--- src/rtl/adc_iq_demod_pkg.sv ---
// rtl/adc_iq_demod_pkg.sv - widths, LO constants and phase type shared by the tone paths
package adc_iq_demod_pkg;
   localparam int DEF_DATA_W = 14;
   localparam int DEF_LO_W   = 8;
   localparam int DEF_OUT_W  = 16;
   localparam int LO_PEAK    = 127;
   localparam int PHASE_W    = 8;

   typedef logic [PHASE_W-1:0] phase_t;
endpackage

--- src/rtl/adc_iq_demod_lo.sv ---
// rtl/adc_iq_demod_lo.sv - lo_nco: 8-bit phase to registered cos/sin from a quarter-wave table
module lo_nco
   import adc_iq_demod_pkg::*;
(
   input  logic                        clk,
   input  logic                        rst,
   input  phase_t                      phase_i,
   output logic signed [DEF_LO_W-1:0]  cos_o,
   output logic signed [DEF_LO_W-1:0]  sin_o
);

   // round(127*sin(2*pi*k/256)) for k = 0..64
   function automatic logic [DEF_LO_W-1:0] quarter_mag(input logic [6:0] k);
      case (k)
         7'd0:  return 8'd0;   7'd1:  return 8'd3;   7'd2:  return 8'd6;   7'd3:  return 8'd9;
         7'd4:  return 8'd12;  7'd5:  return 8'd16;  7'd6:  return 8'd19;  7'd7:  return 8'd22;
         7'd8:  return 8'd25;  7'd9:  return 8'd28;  7'd10: return 8'd31;  7'd11: return 8'd34;
         7'd12: return 8'd37;  7'd13: return 8'd40;  7'd14: return 8'd43;  7'd15: return 8'd46;
         7'd16: return 8'd49;  7'd17: return 8'd51;  7'd18: return 8'd54;  7'd19: return 8'd57;
         7'd20: return 8'd60;  7'd21: return 8'd63;  7'd22: return 8'd65;  7'd23: return 8'd68;
         7'd24: return 8'd71;  7'd25: return 8'd73;  7'd26: return 8'd76;  7'd27: return 8'd78;
         7'd28: return 8'd81;  7'd29: return 8'd83;  7'd30: return 8'd85;  7'd31: return 8'd88;
         7'd32: return 8'd90;  7'd33: return 8'd92;  7'd34: return 8'd94;  7'd35: return 8'd96;
         7'd36: return 8'd98;  7'd37: return 8'd100; 7'd38: return 8'd102; 7'd39: return 8'd104;
         7'd40: return 8'd106; 7'd41: return 8'd107; 7'd42: return 8'd109; 7'd43: return 8'd111;
         7'd44: return 8'd112; 7'd45: return 8'd113; 7'd46: return 8'd115; 7'd47: return 8'd116;
         7'd48: return 8'd117; 7'd49: return 8'd118; 7'd50: return 8'd120; 7'd51: return 8'd121;
         7'd52: return 8'd122; 7'd53: return 8'd122; 7'd54: return 8'd123; 7'd55: return 8'd124;
         7'd56: return 8'd125; 7'd57: return 8'd125; 7'd58: return 8'd126; 7'd59: return 8'd126;
         7'd60: return 8'd126; 7'd61: return 8'd127; 7'd62: return 8'd127; 7'd63: return 8'd127;
         default: return DEF_LO_W'(LO_PEAK);
      endcase
   endfunction

   // Second and fourth quadrants mirror the index; the lower half-circle negates.
   function automatic logic [DEF_LO_W-1:0] sin_of(input phase_t p);
      logic [6:0]          k;
      logic [DEF_LO_W-1:0] mag;
      k   = p[6] ? (7'd64 - {1'b0, p[5:0]}) : {1'b0, p[5:0]};
      mag = quarter_mag(k);
      return p[7] ? -mag : mag;
   endfunction

   always_ff @(posedge clk or posedge rst) begin
      if (rst) begin
         cos_o <= '0;
         sin_o <= '0;
      end else begin
         cos_o <= sin_of(phase_i + 8'd64);
         sin_o <= sin_of(phase_i);
      end
   end

endmodule

--- src/rtl/adc_iq_demod.sv ---
// rtl/adc_iq_demod.sv - ADC I/Q mixer against an internal LO with integrate-and-dump decimation
module adc_iq_demod
   import adc_iq_demod_pkg::*;
#(
   parameter int DATA_W = DEF_DATA_W,
   parameter int LO_W   = DEF_LO_W,
   parameter int DEC    = 64,
   parameter int OUT_W  = DEF_OUT_W
) (
   input  logic                      clk,
   input  logic                      rst,
   input  logic signed [DATA_W-1:0]  din,
   input  logic                      din_valid,
   input  logic [7:0]                fr_step,
   input  logic                      phase_clr,
   output logic signed [OUT_W-1:0]   i_out,
   output logic signed [OUT_W-1:0]   q_out,
   output logic                      out_valid
);

   localparam int PROD_W = DATA_W + LO_W;
   localparam int CNT_W  = $clog2(DEC);
   localparam int ACC_W  = PROD_W + CNT_W;

   phase_t                    phase_q, phase_d;
   logic                      accept;
   logic signed [DATA_W-1:0]  din_q;
   logic                      v1_q, v2_q;
   logic signed [LO_W-1:0]    lo_cos, lo_sin;
   logic signed [PROD_W-1:0]  prod_i_q, prod_q_q;
   logic signed [ACC_W-1:0]   acc_i_q, acc_i_d, acc_q_q, acc_q_d;
   logic signed [ACC_W-1:0]   sum_i, sum_q;
   logic [CNT_W-1:0]          cnt_q, cnt_d;
   logic signed [OUT_W-1:0]   i_out_q, i_out_d, q_out_q, q_out_d;
   logic                      out_valid_q, out_valid_d;

   assign accept  = din_valid & ~phase_clr;
   assign phase_d = phase_clr ? '0 : (accept ? phase_q + fr_step : phase_q);

   lo_nco u_lo (
      .clk     (clk),
      .rst     (rst),
      .phase_i (phase_q),
      .cos_o   (lo_cos),
      .sin_o   (lo_sin)
   );

   assign sum_i = acc_i_q + {{CNT_W{prod_i_q[PROD_W-1]}}, prod_i_q};
   assign sum_q = acc_q_q + {{CNT_W{prod_q_q[PROD_W-1]}}, prod_q_q};

   always_comb begin
      acc_i_d     = acc_i_q;
      acc_q_d     = acc_q_q;
      cnt_d       = cnt_q;
      i_out_d     = i_out_q;
      q_out_d     = q_out_q;
      out_valid_d = 1'b0;
      if (phase_clr) begin
         acc_i_d = '0;
         acc_q_d = '0;
         cnt_d   = '0;
      end else if (v2_q) begin
         if (cnt_q == CNT_W'(DEC - 1)) begin
            // Top OUT_W bits == arithmetic shift by ACC_W-OUT_W, rounding toward -inf.
            i_out_d     = sum_i[ACC_W-1 -: OUT_W];
            q_out_d     = sum_q[ACC_W-1 -: OUT_W];
            out_valid_d = 1'b1;
            acc_i_d     = '0;
            acc_q_d     = '0;
            cnt_d       = '0;
         end else begin
            acc_i_d = sum_i;
            acc_q_d = sum_q;
            cnt_d   = cnt_q + CNT_W'(1);
         end
      end
   end

   always_ff @(posedge clk or posedge rst) begin
      if (rst) begin
         phase_q     <= '0;
         din_q       <= '0;
         v1_q        <= 1'b0;
         v2_q        <= 1'b0;
         prod_i_q    <= '0;
         prod_q_q    <= '0;
         acc_i_q     <= '0;
         acc_q_q     <= '0;
         cnt_q       <= '0;
         i_out_q     <= '0;
         q_out_q     <= '0;
         out_valid_q <= 1'b0;
      end else begin
         phase_q     <= phase_d;
         din_q       <= din;
         v1_q        <= accept;
         v2_q        <= v1_q & ~phase_clr;
         prod_i_q    <= din_q * lo_cos;
         prod_q_q    <= din_q * lo_sin;
         acc_i_q     <= acc_i_d;
         acc_q_q     <= acc_q_d;
         cnt_q       <= cnt_d;
         i_out_q     <= i_out_d;
         q_out_q     <= q_out_d;
         out_valid_q <= out_valid_d;
      end
   end

   assign i_out     = i_out_q;
   assign q_out     = q_out_q;
   assign out_valid = out_valid_q;

endmodule

--- config.mk ---
export PLATFORM = sky130hd
export DESIGN_NAME = adc_iq_demod
export DESIGN_NICKNAME = d
export VERILOG_FILES = /design/src/rtl/adc_iq_demod_pkg.sv /design/src/rtl/adc_iq_demod_lo.sv /design/src/rtl/adc_iq_demod.sv
export SDC_FILE = /design/constraint.sdc
export NUM_CORES = 1
export LEC_CHECK = 0
export ABC_CLOCK_PERIOD_IN_PS = 11000
export CORE_UTILIZATION = 55
export CTS_BUF_LIST = sky130_fd_sc_hd__clkbuf_4 sky130_fd_sc_hd__clkbuf_8
export CTS_CLUSTER_SIZE = 16
export DETAILED_ROUTE_END_ITERATION = 10
export PLACE_DENSITY = 0.73
export SYNTH_ARGS = -nofsm -noshare
export SYNTH_HDL_FRONTEND = slang
export SYNTH_SLANG_ARGS = --single-unit
--- constraint.sdc ---
create_clock -name clk -period 11 [get_ports clk]
set_clock_uncertainty 0.2 [all_clocks]
set_input_delay 2.2 -clock clk [delete_from_list [all_inputs] [get_ports clk]]
set_output_delay 2.2 -clock clk [all_outputs]
set_load 0.1 [all_outputs]
==> impl_metrics.yaml, run 1 <==
run_status:
  status: "finished clean"
hold_path:
  worstHoldStart: "q_out[10]"
  holdPathEnd: "q_out[10]"
  holdCritPathClass: "register to register"
  whs_path_depth: 2
finish:
  final_cells: 2438
  n_antenna_cell: 0
  area_growth_pct: 7.02
  drive_gt1_share_pct: 3.91
  finalNetCount: 2355
route:
  viasPerCell: 5.54
  post_drt_wl_per_cell_um: 15.6
  ant_nets: 0
  wl_um: 38000
  drc: 0
  initialDrtViolationCount: 785
  first_pass_iters: 5
  vias: 13514
synthesis:
  mappedNetlistArea_mm2: 0.0183
  ys.flop_type: "dfrtp_1"
  synth-seq-cells: 179
  synth-edff-count: 0
  ys_types: 84
  seq_area_frac_synth_pct: 24.5
  synthMuxAreaShare_pct: 0.745
  synthSimpleGateAreaFrac_pct: 15.9
  synthXorXnorAreaFrac_pct: 5.95
  synthAdderAreaFrac_pct: 31.3
  netlist_instances: 1974
  ys_warn_count: 0
  avgSynthCellArea_um2: 9.27
  synth.net_count: 2346
  synth_top_family_by_area: "adder cells"
  async_flop_share_pct: 100
  synth-compound-area-share_pct: 14.7
timing:
  period_needed_ps: 5660
  hold_viol: 0
  maxSlewHeadroom_pct: 15.1
  fmax_mhz: 177
  finalCritPeriodShare_pct: 51.5
  setup_viol: 0
  rsz0062_at_grt: "false"
  slew_viol_final: 0
  finalSetupTns_ps: 0
  worst_pin_slew_ps: 1260
global_route:
  overflow: 0
  antenna_found_initial: 0
  grt_pass1_wl_um: 65900
  grt_max_degree: 110
  grtUsageTotal_pct: 24.0
  grt_pass1_vias: 13787
placement:
  io_buffers: 58
  dp_hpwl_um: 29000
  dp_cells: 2406
  gp_congestion: 0.900
critical_path:
  path_common_cell: "fa_1"
  endpoint_kind: "register"
  cp_max_fo: 14
  crit_chain: "nand2_1 > fa_1 > fa_1 > fa_1 > fa_1 > inv_1 > ha_1 > nor2b_1 > o21ai_0 > a21boi_0 > o21ai_0 > a21oi_1 > o2111ai_1 > nand3_1 > o311ai_0 > or4b_2 > o211ai_1"
  r2r_slack_ps: 5340
  r2r_end: "prod_i_q[20]"
  critical_path_class: "register to register"
  arrival_ps: 5860
  slowest_stage: "dfrtp_1"
  startpoint_type: "register"
  timing.rr.start: "u_lo.cos_o[2]"
  critPathMaxStageDelay_ps: 650
  ff2ff_path_depth: 17
  required_ps: 11200
clock_network:
  root_buffer: "clkbuf_8"
  h-tree-depth: 4
  cts.repair.resized: 0
  cts.sink_count: 179
  clk_path_buf_depth: 2
  numCtsBuffers: 17
  worstSkewPairLatency_ps: 500
  clkTransAtPathRegs_ps: 100
  holdBufCountCts: 0
  cts_tree: "built"
  postCtsSetupBuffers: 0
die:
  core_area_mm2: 0.0326
  rows: 66
  die_area_mm2: 0.0340
  start_util_pct: 56.1
  die_w_um: 184
  boundaryPins: 59
  die_y_um: 184
job:
  cap_violations: 0
[Yosys cell counts (all sizes together) (10+ instances only)]
library cell    n  share of area, %
nand3          20              0.55
nor3           21              0.60
buf            18              0.56
a211oi         16              0.68
nor2          101               2.1
xnor2          80               3.9
nand2b         16              0.56
fa            185                20
dfrtp         179                24
a21oi          87               2.4
xor2           40               2.0
a22o           34               1.6
o21ai          86               2.4
inv           256               5.2
nand2         216               4.4
ha            161                11
o21bai         13              0.53
nor2b          10              0.34
a21o           33               1.4
a31oi          17              0.58
and2          151               5.2
clkbuf         57               1.2
o21a           14              0.57
o211ai         14              0.57
and3           15              0.51
[cells in the final DEF (no fill, tap or decap), drive strengths merged, types with 14 or more instances in the layout]
cell           synthesis  routed
a211oi                16      16
a21o                  33      33
a21oi                 87      87
a22o                  34      34
a31oi                 17      17
and2                 151     151
and3                  15      15
clkbuf                57      18
clkdlybuf4s50          0      58
dfrtp                179     179
fa                   185     185
ha                   161     161
inv                  256     261
nand2                216     216
nand2b                16      16
nand3                 20      20
nor2                 101     101
nor3                  21      21
o211ai                14      14
o21a                  14      14
o21ai                 86      86
xnor2                 80      80
xor2                  40      40
[registers in the layout, summed over array words and instances (netlist names)]
register    count
acc_i_q        28
prod_i_q       22
prod_q_q       22
cnt_q           6
q_out          16
u_lo.sin_o      8
i_out          16
v1_q            1
out_valid       1
v2_q            1
acc_q_q        28
din_q          14
phase_q         8
u_lo.cos_o      8
[area by class of cell]
cell class / instances / area (µm²)
Inverter: 256 / 968
Fill cell: 2765 / 13000
Tap cell: 442 / 553
Multi-Input combinational cell: 1464 / 12600
Timing Repair Buffer: 65 / 633
Clock inverter: 14 / 151
Clock buffer: 18 / 241
Sequential cell: 179 / 4480
[kinds of logic (layout without fill, tap and decap cells)]
kind of cell    after synthesis  after routing
fa+ha+maj                   347            347
xor+xnor                    120            120
flops                       179            179
mux                          13             13
buf+inv                     331            353
simple gates                593            593
compound gates              391            391
[critical path: cells and delay by family, from the launching register on]
kind | cells | cell delay (ps)
AND/OR/NAND/NOR | 4 | 1030
buffers and inverters | 1 | 40
flip-flops | 1 | 650
adder cells (fa/ha/maj) | 5 | 2260
AO/OA/AOI/OAI | 7 | 1400
[stage by stage]
step,area [µm²],hold slack (ps),utilization [%],worst slack (ps)
floorplan,18300,239,-,3740
global placement,19200,248,58.9,5660
detailed placement,19200,256,58.9,5520
CTS,19600,280,60.1,5390
global route,19600,289,60.1,4970
finish,19600,273,60.1,5340
[routing by layer]
metal,vias to the layer above,global-route usage (%),routed length (µm)
li1,6536,-,-
met1,6589,32.4,17100
met2,335,39.7,18200
met3,54,4.03,2030
met4,0,6.93,650
met5,-,0,0
[worst max path at each step]
stage,startpoint,endpoint,cells after the start
final,u_lo.cos_o[2],prod_i_q[20],17
after global routing,din_q[2],prod_i_q[20],17
after CTS,u_lo.cos_o[2],prod_i_q[20],17
after detailed placement,din_q[2],prod_i_q[20],17
after global placement,din_q[3],prod_i_q[20],17
after floorplan,rst,acc_i_q[0],1
Power of run 1 is not shown: default switching activity piles up to over one toggle a cycle in this logic, so the estimate is an artifact.
==> run 2: changes to the inputs <==
Settings changed: ABC_CLOCK_PERIOD_IN_PS 11000 to 5350.
Clock period 11 ns to 5.35 ns, I/O delays scaled along.
==> run 2 against run 1 <==
  * Core utilization is 1.0 points higher
  * Via count is 0.70% higher
  * Count of clock-buffer cells in the layout stayed put
  * Die area stayed put
  * Flip-flop and latch count stayed put
  * Worst hold slack hardly changed
  * Worst setup slack worse by 5100 ps
  * Critical path type unchanged
  * Critical endpoint is now prod_q_q[21]
==> impl_metrics.yaml, run 2 (synthesis results as in run 1) <==
run_status:
  status: "finished clean"
timing:
  finalCritPeriodShare_pct: 96.3
  finalSetupTns_ps: 0
  rsz0062_at_grt: "false"
  worst_slack_ps: 199
  maxSlewHeadroom_pct: 18.4
  slew_viol_final: 0
  setup_viol: 0
  fmax_mhz: 194
  period_needed_ps: 5150
  hold_viol: 0
  worst_pin_slew_ps: 1220
route:
  post_drt_wl_per_cell_um: 15.3
  viasPerCell: 5.50
  first_pass_iters: 5
  vias: 13608
  initialDrtViolationCount: 776
  ant_nets: 0
  drc: 0
  wl_um: 37900
clock_network:
  cts.sink_count: 179
  worstSkewPairLatency_ps: 500
  clk_path_buf_depth: 2
  numCtsBuffers: 17
  cts_tree: "built"
  clkTransAtPathRegs_ps: 110
  h-tree-depth: 4
  root_buffer: "clkbuf_8"
global_route:
  grt_pass1_vias: 13707
  grt_pass1_wl_um: 65300
  grtUsageTotal_pct: 23.9
  grt_max_degree: 180
  overflow: 0
  antenna_found_initial: 3
finish:
  n_antenna_cell: 0
  multi_input_area_mm2: 0.0126
  finalNetCount: 2391
  final-seq-area_mm2: 0.00450
  drive_gt1_share_pct: 6.70
  fillCellCount: 2759
  layout_commonest_cell: "inv_1"
  layout_common_cells: "254 x inv_1, 216 x nand2_1, 185 x fa_1"
  largestRegisters: "acc_i_q x28, acc_q_q x28"
  area_growth_pct: 8.86
critical_path:
  critical_path_class: "register to register"
  critPathMaxStageDelay_ps: 550
  critPathBufInv: 4
  path_delay_family: "adder cells"
  crit_chain: "buf_4 > buf_4 > and2_1 > fa_1 > fa_1 > fa_1 > inv_1 > fa_1 > inv_1 > ha_2 > a21o_1 > a21o_1 > or3_1 > o211ai_1 > a31oi_1 > a21o_1 > a21oi_1 > xnor2_1"
  endpoint_kind: "register"
  slowest_stage: "fa_1"
  path_common_cell: "fa_1"
  r2r_slack_ps: 200
  startpoint_type: "register"
  required_ps: 5550
  arrival_ps: 5360
  cp_max_fo: 6
die:
  boundaryPins: 59
  rows: 66
  die_w_um: 184
  die_y_um: 184
  start_util_pct: 56.1
  die_area_mm2: 0.0340
  core_area_mm2: 0.0326
placement:
  dp_hpwl_um: 29400
  io_buffers: 58
  pre_cts_slack_ps: 48.5
  gp_congestion: 0.893
job:
  cap_violations: 0
hold_path:
  holdCritPathClass: "register to register"
-- run 2: final cells by class --
type / instances / area share, %
multi-input cells: 1464 / 63.2
inverters: 256 / 4.86
well taps: 442 / 2.77
clock inverters: 13 / 0.753
flip-flops and latches: 179 / 22.6
clock buffers: 18 / 1.21
repair buffers: 101 / 4.60
-- run 2: through the flow --
| step | utilization, % | std cells | cell area [µm²] | hold slack [ps] |
|---|---|---|---|---|
| detailed placement | 59.5 | 2433 | 19400 | 250 |
| floorplan | - | 1974 | 18300 | 239 |
| finish | 61.1 | 2473 | 19900 | 273 |
| CTS | 60.7 | 2464 | 19800 | 273 |
| global placement | 59.5 | 2433 | 19400 | 244 |
| global route | 61.1 | 2473 | 19900 | 298 |
-- run 2: worst reg2reg max path, delay by kind of cell (launching register included) --
| kind | cells | cell delay (ps) |
|---|---|---|
| AO/OA/AOI/OAI | 6 | 1160 |
| buffers and inverters | 4 | 390 |
| AND/OR/NAND/NOR | 2 | 500 |
| flip-flops | 1 | 450 |
| XOR/XNOR | 1 | 130 |
| adder cells (fa/ha/maj) | 5 | 2240 |
-- run 2: path summary, 6_finish.rpt --
| path | from | end | cells past startpoint |
|---|---|---|---|
| min in group asynchronous | rst | acc_i_q[19] | 3 |
| hold / removal | v1_q | v2_q | 1 |
| hold reg to reg | v1_q | v2_q | 1 |
| setup reg to reg | din_q[5] | prod_q_q[21] | 18 |
| setup / recovery | din_q[5] | prod_q_q[21] | 18 |
| max in group asynchronous | rst | din_q[9] | 3 |
-- run 2: repair_timing --
action | 4_1_cts | 5_1_grt
resized for setup | 1 | 27
hold buffers | 0 | 0
setup buffers | 0 | 9
pin swaps | 0 | 2
hold endpoints to repair | 0 | 0
endpoints found under the setup margin | 1 | 6
-- run 2: routing by layer --
metal | part of all wire (%) | up-vias | GRT usage [%]
met5 | 0.074 | - | 0
met4 | 2.1 | 4 | 8.13
met3 | 3.9 | 61 | 2.96
li1 | - | 6615 | -
met2 | 48 | 289 | 40.0
met1 | 46 | 6639 | 32.0
Power of run 2 is left out for the same reason.
